### src/rtl/stopwatch_timer_core_pkg.sv
// stopwatch_pkg: FSM states, BCD digit helpers and active-low 7-segment glyphs
package stopwatch_pkg;
  typedef enum logic [2:0] {IDLE, RUN_UP, RUN_DN, LOAD_WAIT, DONE_S, ERR_S} state_t;
  typedef logic [3:0] bcd_t;
  localparam logic [6:0] SEG_0 = 7'h40;
  localparam logic [6:0] SEG_1 = 7'h79;
  localparam logic [6:0] SEG_2 = 7'h24;
  localparam logic [6:0] SEG_3 = 7'h30;
  localparam logic [6:0] SEG_4 = 7'h19;
  localparam logic [6:0] SEG_5 = 7'h12;
  localparam logic [6:0] SEG_6 = 7'h02;
  localparam logic [6:0] SEG_7 = 7'h78;
  localparam logic [6:0] SEG_8 = 7'h00;
  localparam logic [6:0] SEG_9 = 7'h10;
  localparam logic [6:0] SEG_E = 7'h06;
  localparam logic [6:0] SEG_R = 7'h2F;
  localparam logic [6:0] SEG_BLANK = 7'h7F;
  function automatic bcd_t digit_max(int i);
    return (i == 1 || i == 3) ? 4'd5 : 4'd9;
  endfunction
  function automatic bcd_t bcd_inc(bcd_t d, bcd_t lim);
    return (d >= lim) ? 4'd0 : d + 4'd1;
  endfunction
  function automatic bcd_t bcd_dec(bcd_t d, bcd_t lim);
    return (d == 4'd0) ? lim : d - 4'd1;
  endfunction
  function automatic logic [6:0] seg_of(bcd_t d);
    case (d)
      4'd0: return SEG_0;
      4'd1: return SEG_1;
      4'd2: return SEG_2;
      4'd3: return SEG_3;
      4'd4: return SEG_4;
      4'd5: return SEG_5;
      4'd6: return SEG_6;
      4'd7: return SEG_7;
      4'd8: return SEG_8;
      4'd9: return SEG_9;
      default: return SEG_BLANK;
    endcase
  endfunction
endpackage

### src/rtl/stopwatch_timer_core_if.sv
// stopwatch_timer_core_if: front-panel buttons in, display drive and status out (LAP with STOPWATCH_LAP_EN)
interface stopwatch_timer_core_if #(parameter int NUM_DIGITS = 4);
  logic clr, ml, ms, mm;
`ifdef STOPWATCH_LAP_EN
  logic lap;
`endif
  logic [7:0] seg7;
  logic [NUM_DIGITS-1:0] enseg;
  logic done, err;
`ifdef STOPWATCH_LAP_EN
  modport master (output clr, ml, ms, mm, lap, input seg7, enseg, done, err);
  modport slave (input clr, ml, ms, mm, lap, output seg7, enseg, done, err);
`else
  modport master (output clr, ml, ms, mm, input seg7, enseg, done, err);
  modport slave (input clr, ml, ms, mm, output seg7, enseg, done, err);
`endif
endinterface

### src/rtl/stopwatch_timer_core_seg7_scan_mux.sv
// seg7_scan_mux: digit scan counter, BCD/"Err" glyph decode and MM.SS decimal point, registered outputs
module seg7_scan_mux
  import stopwatch_pkg::*;
#(
  parameter int NUM_DIGITS = 4,
  parameter int SCAN_DIV = 50_000
) (
  input  logic                    clk,
  input  logic                    rst_n,
  input  logic [NUM_DIGITS*4-1:0] value,
  input  logic                    err_mode,
  output logic [7:0]              seg7,
  output logic [NUM_DIGITS-1:0]   enseg
);
  localparam int DW = NUM_DIGITS > 1 ? $clog2(NUM_DIGITS) : 1;
  localparam int SW = SCAN_DIV > 1 ? $clog2(SCAN_DIV) : 1;
  logic [SW-1:0] sc;
  logic [DW-1:0] dg;
  logic [6:0] glyph;
  logic slot_end;
  assign slot_end = sc == SW'(SCAN_DIV - 1);
  assign glyph = err_mode ? (dg == DW'(3) ? SEG_E : (dg == DW'(2) || dg == DW'(1)) ? SEG_R : SEG_BLANK)
                          : seg_of(value[dg*4 +: 4]);
  always_ff @(posedge clk or negedge rst_n)
    if (!rst_n) begin
      sc <= '0;
      dg <= '0;
      seg7 <= '1;
      enseg <= '1;
    end else begin
      sc <= slot_end ? '0 : sc + 1'b1;
      dg <= slot_end ? (dg == DW'(NUM_DIGITS - 1) ? '0 : dg + 1'b1) : dg;
      seg7 <= {~(dg == DW'(2) && !err_mode), glyph};
      enseg <= ~(NUM_DIGITS'(1) << dg);
    end
endmodule

### src/rtl/stopwatch_timer_core.sv
// stopwatch_timer_core: up/down BCD stopwatch/countdown with synchronised buttons and multiplexed 7-seg drive
// Define STOPWATCH_LAP_EN to add the LAP input and the lap-hold display register.
module stopwatch_timer_core
  import stopwatch_pkg::*;
#(
  parameter int NUM_DIGITS = 4,
  parameter int TICK_DIV = 50_000_000,
  parameter int SCAN_DIV = 50_000,
  parameter logic [NUM_DIGITS*4-1:0] LOAD_VAL = 'h0500
) (
  input logic clk,
  input logic rst_n,
  stopwatch_timer_core_if.slave bus
);
  localparam int CW = NUM_DIGITS * 4;
  localparam int PW = TICK_DIV > 1 ? $clog2(TICK_DIV) : 1;
`ifdef STOPWATCH_LAP_EN
  localparam int NS = 4;
`else
  localparam int NS = 3;
`endif
  logic [NS-1:0] raw, s1, s2, pv;
  logic [1:0] cs;
  state_t state, nxt;
  logic [CW-1:0] count, cnt_nxt, cnt_inc, cnt_dec, shown;
  logic [PW-1:0] presc;
  logic run, tick, cy, bw, err_mode;
  logic clr_s, ml_s, ms_s, mm_s, ml_rise, ml_fall, ms_fall, mm_rise, mm_fall;
`ifdef STOPWATCH_LAP_EN
  assign raw = {bus.lap, bus.ml, bus.ms, bus.mm};
`else
  assign raw = {bus.ml, bus.ms, bus.mm};
`endif
  assign clr_s = cs[1];
  assign {ml_s, ms_s, mm_s} = s2[2:0];
  assign ml_rise = ml_s & ~pv[2];
  assign ml_fall = ~ml_s & pv[2];
  assign ms_fall = ~ms_s & pv[1];
  assign mm_rise = mm_s & ~pv[0];
  assign mm_fall = ~mm_s & pv[0];
  assign run = state == RUN_UP || state == RUN_DN;
  assign tick = run && presc == PW'(TICK_DIV - 1);
  assign err_mode = state == ERR_S;
  assign bus.done = state == DONE_S;
  assign bus.err = err_mode;
  always_ff @(posedge clk or negedge rst_n)
    if (!rst_n) begin
      cs <= '0;
      s1 <= '0;
      s2 <= '0;
      pv <= '0;
      state <= IDLE;
      count <= '0;
      presc <= '0;
    end else begin
      cs <= {cs[0], bus.clr};
      s1 <= raw;
      s2 <= s1;
      pv <= s2;
      state <= nxt;
      count <= cnt_nxt;
      presc <= (run && !clr_s && !tick) ? presc + 1'b1 : '0;
    end
  // digit-wise carry/borrow; each digit wraps at its own limit (5 for tens of seconds/minutes)
  always_comb begin
    cnt_inc = count;
    cnt_dec = count;
    cy = 1'b1;
    bw = 1'b1;
    for (int i = 0; i < NUM_DIGITS; i++) begin
      cnt_inc[i*4 +: 4] = cy ? bcd_inc(count[i*4 +: 4], digit_max(i)) : count[i*4 +: 4];
      cnt_dec[i*4 +: 4] = bw ? bcd_dec(count[i*4 +: 4], digit_max(i)) : count[i*4 +: 4];
      cy = cy && count[i*4 +: 4] == digit_max(i);
      bw = bw && count[i*4 +: 4] == 4'd0;
    end
  end
  always_comb begin
    nxt = state;
    cnt_nxt = count;
    if (clr_s) begin
      nxt = IDLE;
      cnt_nxt = '0;
    end else
      case (state)
        IDLE:
          if (ms_s) nxt = !mm_s ? RUN_UP : (count == '0 ? DONE_S : RUN_DN);
          else if (ml_rise) nxt = LOAD_WAIT;
        RUN_UP:
          if (!ms_s) nxt = IDLE;
          else if (mm_rise) nxt = ERR_S;
          else if (tick) cnt_nxt = cnt_inc;
        RUN_DN:
          if (!ms_s) nxt = IDLE;
          else if (mm_fall) nxt = ERR_S;
          else if (tick && count != '0) begin
            cnt_nxt = cnt_dec;
            nxt = cnt_dec == '0 ? DONE_S : RUN_DN;
          end
        LOAD_WAIT:
          if (ml_fall) begin
            cnt_nxt = LOAD_VAL;
            nxt = IDLE;
          end
        DONE_S: begin
          cnt_nxt = '0;
          nxt = ms_fall ? IDLE : DONE_S;
        end
        default: nxt = ERR_S;
      endcase
  end
`ifdef STOPWATCH_LAP_EN
  logic lap_on, lap_rise;
  logic [CW-1:0] lap_val;
  assign lap_rise = s2[3] & ~pv[3];
  always_ff @(posedge clk or negedge rst_n)
    if (!rst_n) begin
      lap_on <= 1'b0;
      lap_val <= '0;
    end else begin
      lap_on <= run && !clr_s && (lap_rise ? !lap_on : lap_on);
      lap_val <= (run && lap_rise && !lap_on) ? count : lap_val;
    end
  assign shown = lap_on ? lap_val : count;
`else
  assign shown = count;
`endif
  seg7_scan_mux #(.NUM_DIGITS(NUM_DIGITS), .SCAN_DIV(SCAN_DIV)) u_scan (
    .clk(clk),
    .rst_n(rst_n),
    .value(shown),
    .err_mode(err_mode),
    .seg7(bus.seg7),
    .enseg(bus.enseg)
  );
endmodule

### src/flat_wrapper.sv
// flat-port wrapper written by rule: the top's interface ports become plain ports
module stopwatch_timer_core_flat import stopwatch_pkg::*;
#(
  parameter int NUM_DIGITS = 4,
  parameter int TICK_DIV = 50_000_000,
  parameter int SCAN_DIV = 50_000,
  parameter logic [NUM_DIGITS*4-1:0] LOAD_VAL = 'h0500
)
  (clk, rst_n, bus_clr, bus_ml, bus_ms, bus_mm, bus_seg7, bus_enseg, bus_done, bus_err);
  stopwatch_timer_core_if #(.NUM_DIGITS(NUM_DIGITS)) bus_i ();
  input logic clk;
  input logic rst_n;
  input wire logic [$bits(bus_i.clr)-1:0] bus_clr;
  input wire logic [$bits(bus_i.ml)-1:0] bus_ml;
  input wire logic [$bits(bus_i.ms)-1:0] bus_ms;
  input wire logic [$bits(bus_i.mm)-1:0] bus_mm;
  output wire logic [$bits(bus_i.seg7)-1:0] bus_seg7;
  output wire logic [$bits(bus_i.enseg)-1:0] bus_enseg;
  output wire logic [$bits(bus_i.done)-1:0] bus_done;
  output wire logic [$bits(bus_i.err)-1:0] bus_err;
  assign bus_i.clr = bus_clr;
  assign bus_i.ml = bus_ml;
  assign bus_i.ms = bus_ms;
  assign bus_i.mm = bus_mm;
  assign bus_seg7 = bus_i.seg7;
  assign bus_enseg = bus_i.enseg;
  assign bus_done = bus_i.done;
  assign bus_err = bus_i.err;
  stopwatch_timer_core #(.NUM_DIGITS(NUM_DIGITS), .TICK_DIV(TICK_DIV), .SCAN_DIV(SCAN_DIV), .LOAD_VAL(LOAD_VAL)) u_core (.clk(clk), .rst_n(rst_n), .bus(bus_i));
endmodule
### config.mk
export PLATFORM = sky130hd
export DESIGN_NAME = stopwatch_timer_core_flat
export DESIGN_NICKNAME = d
export VERILOG_FILES = /design/src/rtl/stopwatch_timer_core_pkg.sv /design/src/rtl/stopwatch_timer_core_if.sv /design/src/rtl/stopwatch_timer_core_seg7_scan_mux.sv /design/src/rtl/stopwatch_timer_core.sv /design/src/flat_wrapper.sv
export SDC_FILE = /design/constraint.sdc
export NUM_CORES = 1
export LEC_CHECK = 0
export BUFFER_PORTS_ARGS = -buffer_cell sky130_fd_sc_hd__clkbuf_2
export CAP_MARGIN = 20
export CORE_UTILIZATION = 25
export CTS_BUF_LIST = sky130_fd_sc_hd__clkbuf_8
export CTS_CLUSTER_SIZE = 40
export DETAILED_ROUTE_END_ITERATION = 12
export HOLD_SLACK_MARGIN = 0.05
export PLACE_DENSITY = 0.5
export SETUP_SLACK_MARGIN = 0.5
export SYNTH_ARGS = -nofsm -noshare
export SYNTH_HDL_FRONTEND = slang
export SYNTH_SLANG_ARGS = --single-unit
### constraint.sdc
create_clock -name clk -period 7.32 [get_ports clk]
set_clock_uncertainty 0.05 [all_clocks]
set_input_delay 1.464 -clock clk [delete_from_list [all_inputs] [get_ports clk]]
set_output_delay 1.464 -clock clk [all_outputs]
set_load 0.05 [all_outputs]
==> results of run 1 <==
[through the flow]
stage                     setup WS, ps  instance area [µm²]  util, %
final                             3640                 5680     28.2
after global placement            4090                 5490     27.2
after detailed placement          4030                 5490     27.2
after CTS                         3600                 5680     28.2
after floorplan                   3940                 5140        -
after global routing              3500                 5680     28.2
[layer usage]
layer | up-vias | track usage (%) | wire [µm]
li1 | 1969 | - | -
met1 | 1971 | 14.8 | 5350
met2 | 99 | 19.9 | 5990
met3 | 8 | 2.19 | 505
met4 | 0 | 5.42 | 129
met5 | - | 0 | 0
[power by group through the flow]
stage          registers (µW)  logic [µW]  clock network, µW
2_1_floorplan             662         636                  0
3_3_place_gp              659         828                  0
3_5_place_dp              661         831                  0
4_1_cts                   651         836                342
5_1_grt                   667         923                364
6_report                  652         835                327
[cells by family after synthesis]
family / after synthesis / share of synthesized area [%]
xor gates and xnor gates: 38 / 6.47
and+or+nand+nor: 228 / 23.5
DFF: 86 / 42.1
AOI/OAI and AO/OA: 97 / 12.7
buffers and inverters: 51 / 4.18
adders and majority gates: 24 / 5.84
muxes: 20 / 5.13
[cell usage after synthesis, types with 5 or more instances]
master    number  share of area [%]
xnor2_1       14                2.4
nor2_1        64                4.7
and3_1         8               0.97
xor2_1        24                4.1
nor4_1         7               0.85
or3_1          7               0.85
o21ai_0       19                1.8
inv_1         27                2.0
dfrtp_1       74                 36
dfstp_2       12                6.1
a21oi_1       26                2.5
nor3_1        14                1.4
nand3_1       26                2.5
ha_1          24                5.8
nor2b_1        6               0.73
mux2i_1       11                2.1
a31oi_1        5               0.61
o31ai_1        5               0.73
nand2_1       38                2.8
clkbuf_1      19                1.4
nand4_1       16                1.9
nor3b_1        6               0.88
nand2b_1      13                1.6
[flip-flops by register name (all words and copies together) (netlist names)]
signal	flops
u_core.presc	26
u_core.count	16
u_core.u_scan.sc	16
u_core.u_scan.seg7	8
u_core.u_scan.enseg	4
u_core.pv	3
u_core.s1	3
u_core.s2	3
u_core.state	3
u_core.cs	2
u_core.u_scan.dg	2
[path summary, 6_finish.rpt]
| check | from | slack [ps] | end | depth (start not counted) |
|---|---|---|---|---|
| worst max register to register | u_core.count[4]$_DFFE_PN0P_ | 4160 | u_core.count[1]$_DFFE_PN0P_ | 7 |
| min in group asynchronous | rst_n | 1050 | u_core.presc[21]$_DFF_PN0_ | 1 |
| max in group asynchronous | rst_n | 5200 | u_core.u_scan.sc[4]$_DFF_PN0_ | 2 |
| worst min-delay path | u_core.s1[0]$_DFF_PN0_ | 300 | u_core.s2[0]$_DFF_PN0_ | 0 |
| worst min register to register | u_core.s1[0]$_DFF_PN0_ | 300 | u_core.s2[0]$_DFF_PN0_ | 0 |
| worst max-delay path | u_core.state[0]$_DFFE_PN0P_ | 3640 | bus_err | 3 |
[area by class of cell]
class / instances / area (µm²) / share of cell area, %
Clock inverter: 5 / 38.8 / 0.683
Tap cell: 270 / 338 / 5.94
Multi-Input combinational cell: 407 / 2770 / 48.7
Timing Repair Buffer: 22 / 120 / 2.11
Sequential cell: 86 / 2170 / 38.1
Clock buffer: 11 / 151 / 2.66
Inverter: 27 / 101 / 1.78
==> results.toml, run 1 <==
[pwr]
finalPower_uw = 1810
power_frac_seq_pct = 35.9
p_int_uw = 1000
cellLeakagePower_uw = 0.00235
clkPwrFrac_pct = 18.0
power_density_nw_per_um2 = 319
p_sw_uw = 812
vdd_drop_max_mv = 0.0869
combPwrFrac_pct = 46.0
swShare_pct = 44.8

[floorplanning]
initial_core_util_pct = 25.5
rows = 52
dieArea_um2 = 21100
ios = 20
die_x_um = 145
core_area_um2 = 20200
die_height_um = 145

[clock_network]
insertion_delay_ps = 370
cts_tree = "done"
clock-sinks = 86
htreeDepth = 3
cts_setup_buffers = 0
path_clk_slew_ps = 90
cts.path.max_buffers = 2
cts_buffers = 9
cts_root_buf = "clkbuf_8"
hold_buffers = 0
post_cts_resized = 0

[logic_synthesis]
syn_avg_cell_area_um2 = 9.45
ys_ff_latch = 86
synth_edf_count = 0
ys_types = 71
synth_fp_nets = 574
syn_area_um2 = 5140
synth_cells = 544
ys.warnings.count = 0
synthFlopType = "dfrtp_1"
synthArstFlopShare_pct = 100
synth.yosys.seq_area_share_pct = 42.1

[run_status]
status = "complete, no violations"

[worst_setup_path]
critPathLaunchType = "register"
crit_family = "simple AND/OR/NAND/NOR gates"
crit_path_max_fanout = 16
endpoint_kind = "output port"
crit_buf_inv = 1
path_cells = "nor2b_1 > and2_1 > clkbuf_2"
cpMaxStageDelayCell = "dfrtp_1"
cp.arrival_ps = 2170
crit_type = "register to output port"
required_ps = 5810
max_stage_delay_ps = 650

[layout]
drive_above_1_share_pct = 12.7
nets = 583
num-fill-cells = 2117
final_common_cell = "dfrtp_1"
fin_cells = 828
diodes = 0
area.growth.synth_to_final_pct = 10.5
mostFrequentLayoutCells = "74 x dfrtp_1, 64 x nor2_1, 38 x nand2_1"

[routing]
ant_nets = 0
viasPerCell = 4.89
drt_iter0_markers = 285
drcViolationCount = 0
wire_per_inst_um = 14.5
vias = 4047
wirelength_um = 12000
dr.pass1.iters = 4

[timing]
fin_crit_ps = 3680
relSlewSlack_pct = 30.9
setup_viol = 0
hold_ws_ps = 304
setup-tns-final_ps = 0
hold_violations = 0
slew_violations = 0
worstMarginPinSlew_ps = 1030
max_freq_ghz = 0.271
min_period_over_period_pct = 50.3
rsz0062_at_grt = "no"

[grt]
grtUsageTotal_pct = 11.8
grt_pass1_vias = 3996
grt_max_degree = 47
grt_pass1_wl_um = 20100
grt_overflow = 0
antenna_found_initial = 0

[placement]
numPortBuffers = 19
dp_cells = 812
dp_hpwl_um = 8700
place.gp.congestion = 0.866

[worst_hold_path]
hold_class = "register to register"

[run]
drv_cap = 0
Power figures use the tool's default switching activity.
==> inputs of run 2 (changes only) <==
==> constraint.sdc (replaced) <==
create_clock -name clk -period 3.62 [get_ports clk]
set_clock_uncertainty 0.05 [all_clocks]
set_input_delay 0.724 -clock clk [delete_from_list [all_inputs] [get_ports clk]]
set_output_delay 0.724 -clock clk [all_outputs]
set_load 0.05 [all_outputs]
==> run 2 against run 1 <==
  * Final area increased by 0.59%
  * Combinational power increased by 110%
  * Sequential cell count unchanged
  * Sequential power is 100% higher
  * Die area unchanged
  * Clock power increased by 84%
  * Register-to-register slack worse by 3400 ps
  * Core utilization grew 0.17 points
  * Critical endpoint unchanged
  * Largest cell class unchanged
==> results.toml, run 2 (synthesis results as in run 1) <==
[routing]
drt_iter0_markers = 333
wire_per_inst_um = 14.4
ant_nets = 0
viasPerCell = 4.90
vias = 4086
drcViolationCount = 0
wirelength_um = 12000
dr.pass1.iters = 4

[run]
drv_cap = 0

[timing]
rsz0062_at_grt = "no"
fin_crit_ps = 2950
fin_ws_ps = 674
hold_violations = 0
worstMarginPinSlew_ps = 743
setup_viol = 0
min_period_over_period_pct = 81.4
slew_violations = 0
relSlewSlack_pct = 50.0
setup-tns-final_ps = 0
max_freq_ghz = 0.339

[placement]
place.gp.congestion = 0.895
numPortBuffers = 19
dp_hpwl_um = 8740
place_worst_setup_slack_ps = 692
dp_cells = 818
placed_area_um2 = 5540

[grt]
grtUsageTotal_pct = 12.0
grt_max_degree = 38
grt_pass1_vias = 4033
antenna_found_initial = 0
grt_pass1_wl_um = 20400
grt_overflow = 0

[clock_network]
hold_buffers = 0
cts.path.max_buffers = 2
insertion_delay_ps = 370
cts_tree = "done"
cts_root_buf = "clkbuf_8"
path_clk_slew_ps = 90
cts_buffers = 9
cts_setup_buffers = 0
htreeDepth = 3
clock-sinks = 86

[floorplanning]
dieArea_um2 = 21100
core_area_um2 = 20200
die_x_um = 145
ios = 20
die_height_um = 145
rows = 52
initial_core_util_pct = 25.5

[layout]
fin_cells = 834
drive_above_1_share_pct = 13.5
final_common_cell = "dfrtp_1"
top_register = "u_core.presc"
largest_reg_flops = 26
reg_top3 = "u_core.presc (26), u_core.count (16), u_core.u_scan.sc (16)"
mostFrequentLayoutCells = "73 x dfrtp_1, 64 x nor2_1, 38 x nand2_1"
diodes = 0
nets = 589
area.growth.synth_to_final_pct = 11.2
stdcell_area_um2 = 5720

[pwr]
vdd_drop_max_mv = 0.189
cellLeakagePower_uw = 0.00238
finalPower_uw = 3650
p_sw_uw = 1650
clkPwrFrac_pct = 16.5
combPwrFrac_pct = 47.1
swShare_pct = 45.2
p_int_uw = 2000
power_frac_seq_pct = 36.4
power_density_nw_per_um2 = 639

[worst_setup_path]
crit_type = "register to output port"
endpoint_kind = "output port"
crit_path_max_fanout = 16
worstSetupStartpoint = "u_core.state[1]$_DFFE_PN0P_"
required_ps = 2850
cpMaxStageDelayCell = "dfrtp_1"
worstReg2RegStart = "u_core.count[4]$_DFFE_PN0P_"
max_stage_delay_ps = 570
cp.arrival_ps = 2170
path_cells = "nor2b_1 > and2_1 > clkbuf_2"
critPathLaunchType = "register"

[run_status]
status = "complete, no violations"

[worst_hold_path]
hold_class = "input pin to async pin"
run 2: area by class of cell:
| cell class | instances | area, µm² |
|---|---|---|
| Clock buffer | 9 | 124 |
| Clock inverter | 7 | 43.8 |
| Fill cell | 2176 | 14500 |
| Inverter | 27 | 101 |
| Multi-Input combinational cell | 407 | 2780 |
| Sequential cell | 86 | 2170 |
| Tap cell | 270 | 338 |
| Timing Repair Buffer | 28 | 165 |
run 2: stage by stage:
stage / utilization [%] / hold slack, ps
final: 28.3 / 238
after CTS: 28.3 / 235
after global placement: 27.5 / 285
after detailed placement: 27.5 / 287
after global routing: 28.3 / 260
after floorplan: - / 281
run 2: metal layers:
metal	up-vias	track usage [%]	part of all wire, %
met4	0	5.58	2.6
li1	1972	-	-
met3	18	2.60	3.1
met1	2019	15.2	46
met2	77	19.4	48
met5	-	0	0
run 2: worst max-delay path, delay by kind of cell (launching register included):
kind	cells	cell delay, ps
AND/OR/NAND/NOR	2	880
flip-flops	1	570
buffers and inverters	1	350
run 2: repair_timing:
item	in CTS	in global routing
cloned	0	0
setup endpoints to repair	1	4
resized for setup	1	2
run 2: power groups by stage:
| stage | logic (µW) | clock network, µW | registers, µW |
|---|---|---|---|
| after CTS | 1700 | 643 | 1320 |
| after detailed placement | 1690 | 0 | 1340 |
| after floorplan | 1290 | 0 | 1340 |
| after global placement | 1720 | 0 | 1340 |
| final | 1720 | 602 | 1330 |
| after global routing | 1900 | 672 | 1360 |
run 2: path summary, 6_finish.rpt:
check,end,slack [ps],cells past startpoint
min in group clk,u_core.s2[1]$_DFF_PN0_,300,0
worst max register to register,u_core.count[3]$_DFFE_PN0P_,790,7
worst min-delay path,u_core.presc[23]$_DFF_PN0_,240,1
worst max-delay path,bus_err,670,3
max in group asynchronous,u_core.state[0]$_DFFE_PN0P_,2530,2
worst min register to register,u_core.s2[1]$_DFF_PN0_,300,0
